**src/rtl/npu_result_reader.sv**
```systemverilog
// npu_result_reader: streams the four byte-wide result RAM banks back to the
// host as packed 32-bit words {q0,q1,q2,q3}, through a 2-entry prefetch buffer
// so the host can pop one word per cycle.
module npu_result_reader #(
   parameter int ADDR_W    = 11,
   parameter int NUM_WORDS = 1857,
   parameter int BASE_ADDR = 0
) (
   input  logic              clk,
   input  logic              reset,        // asynchronous, active-low
   input  logic [31:0]       control_reg,
   output logic [ADDR_W-1:0] res_addr,
   output logic              res_rd_en,
   input  logic [7:0]        res_q0,
   input  logic [7:0]        res_q1,
   input  logic [7:0]        res_q2,
   input  logic [7:0]        res_q3,
   output logic [31:0]       readdata,
   output logic              rd_valid,
   input  logic              read,
   output logic              busy,
   output logic              done,
   output logic [ADDR_W:0]   word_count
);

   localparam logic [1:0] ST_IDLE  = 2'd0;
   localparam logic [1:0] ST_RUN   = 2'd1;
   localparam logic [1:0] ST_DRAIN = 2'd2;
   localparam logic [1:0] ST_DONE  = 2'd3;

   localparam logic [ADDR_W:0]   LAST_CNT = (ADDR_W + 1)'(NUM_WORDS);
   localparam logic [ADDR_W-1:0] BASE     = ADDR_W'(BASE_ADDR);

   // State flops and their next-state values
   logic [1:0]        state_q, state_d;
   logic              start_q, start_d;
   logic              start_prev_q, start_prev_d;
   logic [ADDR_W-1:0] addr_q, addr_d;
   logic [ADDR_W:0]   issue_cnt_q, issue_cnt_d;
   logic [ADDR_W:0]   word_count_q, word_count_d;
   logic              inflight_q, inflight_d;
   logic [1:0]        occ_q, occ_d;
   logic [31:0]       head_q, head_d;
   logic [31:0]       tail_q, tail_d;
   logic              rd_valid_q, rd_valid_d;

   // Combinational helpers
   logic        start_evt;
   logic        pop;
   logic        push;
   logic        issue;
   logic [2:0]  slots;
   logic [31:0] ret_word;

   // Start event, pop/push strobes and the read-issue decision
   always_comb begin
      // NOTE: every signal assigned in an always_comb gets a value on every
      // path (here directly, elsewhere via a default first) so no latch forms.
      start_d      = (control_reg == 32'h3);
      start_prev_d = start_q;
      start_evt    = start_q & ~start_prev_q;
      pop          = read & rd_valid_q;
      push         = inflight_q;
      ret_word     = {res_q0, res_q1, res_q2, res_q3};
      // Words already owned by the buffer once this cycle's pop is taken out;
      // pop implies occupancy > 0, so this never underflows.
      slots        = {1'b0, occ_q} + {2'b00, inflight_q} - {2'b00, pop};
      issue        = (state_q == ST_RUN) && (issue_cnt_q != LAST_CNT) && (slots < 3'd2);
      inflight_d   = issue;
   end

   // Run-control FSM
   always_comb begin
      state_d = state_q;
      case (state_q)
         ST_IDLE:  if (start_evt) state_d = ST_RUN;
         ST_RUN:   if (issue_cnt_q == LAST_CNT) state_d = ST_DRAIN;
         ST_DRAIN: if ((occ_q == 2'd0) && !inflight_q) state_d = ST_DONE;
         ST_DONE:  if (!start_q) state_d = ST_IDLE;
         default:  state_d = ST_IDLE;
      endcase
   end

   // Issue counter, read address and host word counter
   always_comb begin
      issue_cnt_d  = issue_cnt_q;
      addr_d       = addr_q;
      word_count_d = word_count_q;
      if (state_q == ST_IDLE) begin
         issue_cnt_d  = '0;
         addr_d       = BASE;
         word_count_d = '0;
      end else begin
         // issue is already gated by the count limit, so this saturates
         if (issue) begin
            issue_cnt_d = issue_cnt_q + 1'b1;
            addr_d      = addr_q + 1'b1;
         end
         if (pop && (word_count_q != LAST_CNT)) begin
            word_count_d = word_count_q + 1'b1;
         end
      end
   end

   // 2-entry prefetch buffer: head is the registered readdata, tail the spare
   always_comb begin
      occ_d  = occ_q;
      head_d = head_q;
      tail_d = tail_q;
      case ({push, pop})
         2'b11: begin
            if (occ_q == 2'd2) begin
               head_d = tail_q;
               tail_d = ret_word;
            end else begin
               head_d = ret_word;
            end
         end
         2'b10: begin
            if (occ_q == 2'd0) begin
               head_d = ret_word;
               occ_d  = 2'd1;
            end else begin
               tail_d = ret_word;
               occ_d  = 2'd2;
            end
         end
         2'b01: begin
            if (occ_q == 2'd2) begin
               head_d = tail_q;
               occ_d  = 2'd1;
            end else begin
               occ_d  = 2'd0;
            end
         end
         default: ;
      endcase
      rd_valid_d = (occ_d != 2'd0);
   end

   // All state registers, cleared asynchronously by reset
   always_ff @(posedge clk or negedge reset) begin
      if (!reset) begin
         // NOTE: the buffer data registers are reset too, because readdata is
         // a direct register output and must read 0 while in reset.
         state_q      <= ST_IDLE;
         start_q      <= 1'b0;
         start_prev_q <= 1'b0;
         addr_q       <= BASE;
         issue_cnt_q  <= '0;
         word_count_q <= '0;
         inflight_q   <= 1'b0;
         occ_q        <= 2'd0;
         head_q       <= '0;
         tail_q       <= '0;
         rd_valid_q   <= 1'b0;
      end else begin
         // NOTE: non-blocking assignments so every flop samples pre-edge values.
         state_q      <= state_d;
         start_q      <= start_d;
         start_prev_q <= start_prev_d;
         addr_q       <= addr_d;
         issue_cnt_q  <= issue_cnt_d;
         word_count_q <= word_count_d;
         inflight_q   <= inflight_d;
         occ_q        <= occ_d;
         head_q       <= head_d;
         tail_q       <= tail_d;
         rd_valid_q   <= rd_valid_d;
      end
   end

   assign res_addr   = addr_q;
   assign res_rd_en  = issue;
   assign readdata   = head_q;
   assign rd_valid   = rd_valid_q;
   assign busy       = (state_q == ST_RUN) || (state_q == ST_DRAIN);
   assign done       = (state_q == ST_DONE);
   assign word_count = word_count_q;

endmodule

```
**config.mk**
```make
export PLATFORM = sky130hd
export DESIGN_NAME = npu_result_reader
export DESIGN_NICKNAME = d
export VERILOG_FILES = /design/src/rtl/npu_result_reader.sv
export SDC_FILE = /design/constraint.sdc
export NUM_CORES = 1
export LEC_CHECK = 0
export ABC_AREA = 1
export BUFFER_PORTS_ARGS = -buffer_cell sky130_fd_sc_hd__buf_2
export CAP_MARGIN = 10
export CORE_AREA = 2 2 109 111
export DETAILED_ROUTE_END_ITERATION = 10
export DIE_AREA = 0 0 111 113
export GPL_TIMING_DRIVEN = 0
export PLACE_DENSITY_LB_ADDON = 0.15
export SLEW_MARGIN = 0
export SYNTH_ARGS = -nofsm -noshare
export SYNTH_HDL_FRONTEND = slang
export SYNTH_SLANG_ARGS = --single-unit
```
**constraint.sdc**
```tcl
create_clock -name clk -period 2.3 [get_ports clk]
set_input_delay 0.46 -clock clk [delete_from_list [all_inputs] [get_ports clk]]
set_output_delay 0.46 -clock clk [all_outputs]
set_load 0.02 [all_outputs]
```
==> out/metrics.yaml <==
status: "finished with violations"
violations: "setup timing"
postCtsHoldBufs: 0
routabilityCongestion: 0.817
first_global_vias: 4831
num_vias: 5099
p_comb_frac: 0.253
clockRootBuffer: "clkbuf_16"
ys_warn_count: 0
core_region_area_um2: 11300
antenna_left: 0
r2r_end: "issue_cnt_q[2]"
io_buffers: 125
hpwlAfterDp_um: 9300
ys_seq_elements: 107
insertion_delay_ns: 0.35
async_flop_share: 1.00
wire_per_inst_um: 13.4
fin_worst_skew_ns: 0.00880
placementRows: 39
yosysMostFrequentCell: "nand2_1"
setup_ws_ns: -0.247
synth_nets: 773
grt.met2_usage: 0.376
fin_util: 0.597
synth_area_leaders: "dfrtp_1 49%, nand2_1 14%, nor2_1 6.0%"
grt_use_total: 0.215
pwr-share-clk: 0.285
r2r_cells: 13
initial_utilization: 0.480
netlist.area_leader.share: 0.495
hold_violations: 0
yosysTopAreaCell: "dfrtp_1"
p_per_area_nw_per_um2: 772
critPathKind: "reg -> out"
p_switching_mw: 1.72
synth_edf_count: 0
final_cells: 991
crit_path_max_fanout: 3
fmax_mhz: 393
drc_errors: 0
p_leak_nw: 3.62
crit_end: "res_rd_en"
report.final.setup_viol: 1
yosysSeqAreaShare: 0.495
syn_inst: 696
overflow: 0
dieArea_um2: 12500
diodes: 0
drtPass1Iterations: 4
critPathLaunch: "rd_valid"
cts_sinks: 107
cts_max_level: 3
rsz0062_at_grt: "yes"
cp-start-kind: "flip-flop"
final_nets: 921
r2r_start: "rd_valid"
cts_buffers: 9
drt_wl_total_um: 13200
avgSynthCellArea_um2: 7.78
netlist-cell-type-count: 26
seq_power_share: 0.462
relSlewSlack: 0.569
synthFlopType: "dfrtp_1"
crit_arrival_ns: 2.09
grt_util_met1: 0.271
p_int_mw: 3.47
grt-busiest-layer: "met2"
drive_gt1_frac: 0.236
maxCapViolations: 0
grt_use_met3: 0.0327
finalPower_mw: 5.19
drt-initial-drc-count: 276
cp-end-kind: "primary output"
die_h_um: 113
holdCritPathClass: "in -> async"
vdd_ir_drop_max_mv: 0.464
finalCriticalPeriod_ns: 2.55
syn2layout_area_growth_pct: 24.3
grt_max_degree: 61
cts_tree: "built"
r2r_slack_ns: 0.02
grt_pass1_wl_um: 22100
syn_area_um2: 5410
die_x_um: 111
vias_per_cell: 5.15
clk_pin_slew_ns: 0.07
synth_common_cells: "209 x nand2_1, 107 x dfrtp_1, 87 x nor2_1"
drv_slew: 0
timing.final.crit_share: 1.11
p_sw_frac: 0.331
antenna_found_initial: 0
tightestPinTransition_ns: 0.646
clock_path_buffers: 2
dp_cells: 965
required_ns: 1.84
io_pins: 126
## power by group through the flow
stage | clock [mW] | sequential (mW) | combinational [mW]
4_1_cts | 1.52 | 2.40 | 1.31
2_1_floorplan | 0 | 2.74 | 0.454
3_3_place_gp | 0 | 2.41 | 1.24
3_5_place_dp | 0 | 2.43 | 1.27
6_report | 1.48 | 2.40 | 1.31
5_1_grt | 1.59 | 2.44 | 1.44
## registers in the layout (all words and copies together), names as in the netlist
register	flops
inflight_q	1
issue_cnt_q	12
occ_q	2
rd_valid	1
readdata	32
res_addr	11
start_prev_d	1
start_prev_q	1
state_q	2
tail_q	32
word_count	12
## area by class of cell
| type | instances | area (um2) |
|---|---|---|
| buffer | 29 | 159 |
| clock buffer | 12 | 256 |
| clock inverter | 3 | 22.5 |
| fill | 1028 | 4540 |
| inverter | 76 | 288 |
| multi-input combinational | 484 | 2400 |
| sequential | 107 | 2680 |
| tap | 143 | 179 |
| timing repair buffer | 137 | 748 |
## critical path, stage by stage, from the launching register on
cell	delay [ns]
dfrtp_1	0.41
nand2_4	0.11
nand2_4	0.06
nor2_4	0.11
a21oi_2	0.04
fa_1	0.50
nand2_2	0.07
nor2_4	0.13
nand3_4	0.11
inv_4	0.08
buf_6	0.11
## placed cells by master (no fill, tap or decap), drive strengths merged
cell / netlist / layout
a21oi: 34 / 34
o22ai: 1 / 1
nor3b: 1 / 1
a21o: 1 / 1
o21bai: 3 / 3
xnor2: 1 / 1
nand2: 209 / 209
nand4: 7 / 7
dfrtp: 107 / 107
nor3: 3 / 3
nand3b: 2 / 2
nand3: 47 / 47
xor2: 12 / 12
clkinv: 0 / 2
buf: 21 / 159
o21ai: 29 / 29
o211ai: 33 / 33
clkbuf: 8 / 19
ha: 9 / 9
inv: 76 / 77
fa: 1 / 1
nor4: 3 / 3
nor2: 88 / 88
## through the flow
stage	setup WS (ns)	hold WS (ns)	cell area, um2	setup TNS [ns]
6_report	-0.247	0.128	6730	-0.247
5_1_grt	-0.338	0.193	6730	-1.02
4_1_cts	-0.337	0.160	6620	-0.337
3_5_place_dp	-0.542	0.389	6250	-7.79
3_3_place_gp	-0.496	0.381	6220	-53.49
2_1_floorplan	0.00557	0.164	5420	0
## worst min-delay path by stage
stage	from	end	cells past startpoint	slack [ns]
after global placement	start_prev_d	start_prev_q	0	0.38
final	reset	readdata[24]	1	0.13
after detailed placement	start_prev_d	start_prev_q	0	0.39
after CTS	reset	readdata[23]	1	0.16
after global routing	reset	tail_q[24]	1	0.19
after floorplan	reset	inflight_q	0	0.16
## timing repair
item                                    in CTS  in global routing
hold endpoints to repair                     0                  0
buffers inserted                             7                  4
gates resized for setup                     12                 34
gates cloned                                 0                  1
endpoints found under the setup margin      21                 24
pin swaps                                    4                  3
## cells by family (layout without fill, tap and decap cells)
logic type,after synthesis,in the layout,share of synthesized area
AO/OA/AOI/OAI,101,101,0.113
XOR/XNOR,13,13,0.0210
adder cells (fa/ha/maj),10,10,0.0245
buffers and inverters,105,257,0.0781
flip-flops,107,107,0.495
AND/OR/NAND/NOR,360,360,0.268
## routing by layer
layer / share of wire / vias up
li1: - / 2516
met1: 0.45 / 2433
met2: 0.49 / 135
met3: 0.044 / 15
met4: 0.016 / 0
met5: 0 / -
No activity file was read; power rests on OpenSTA's default activity.
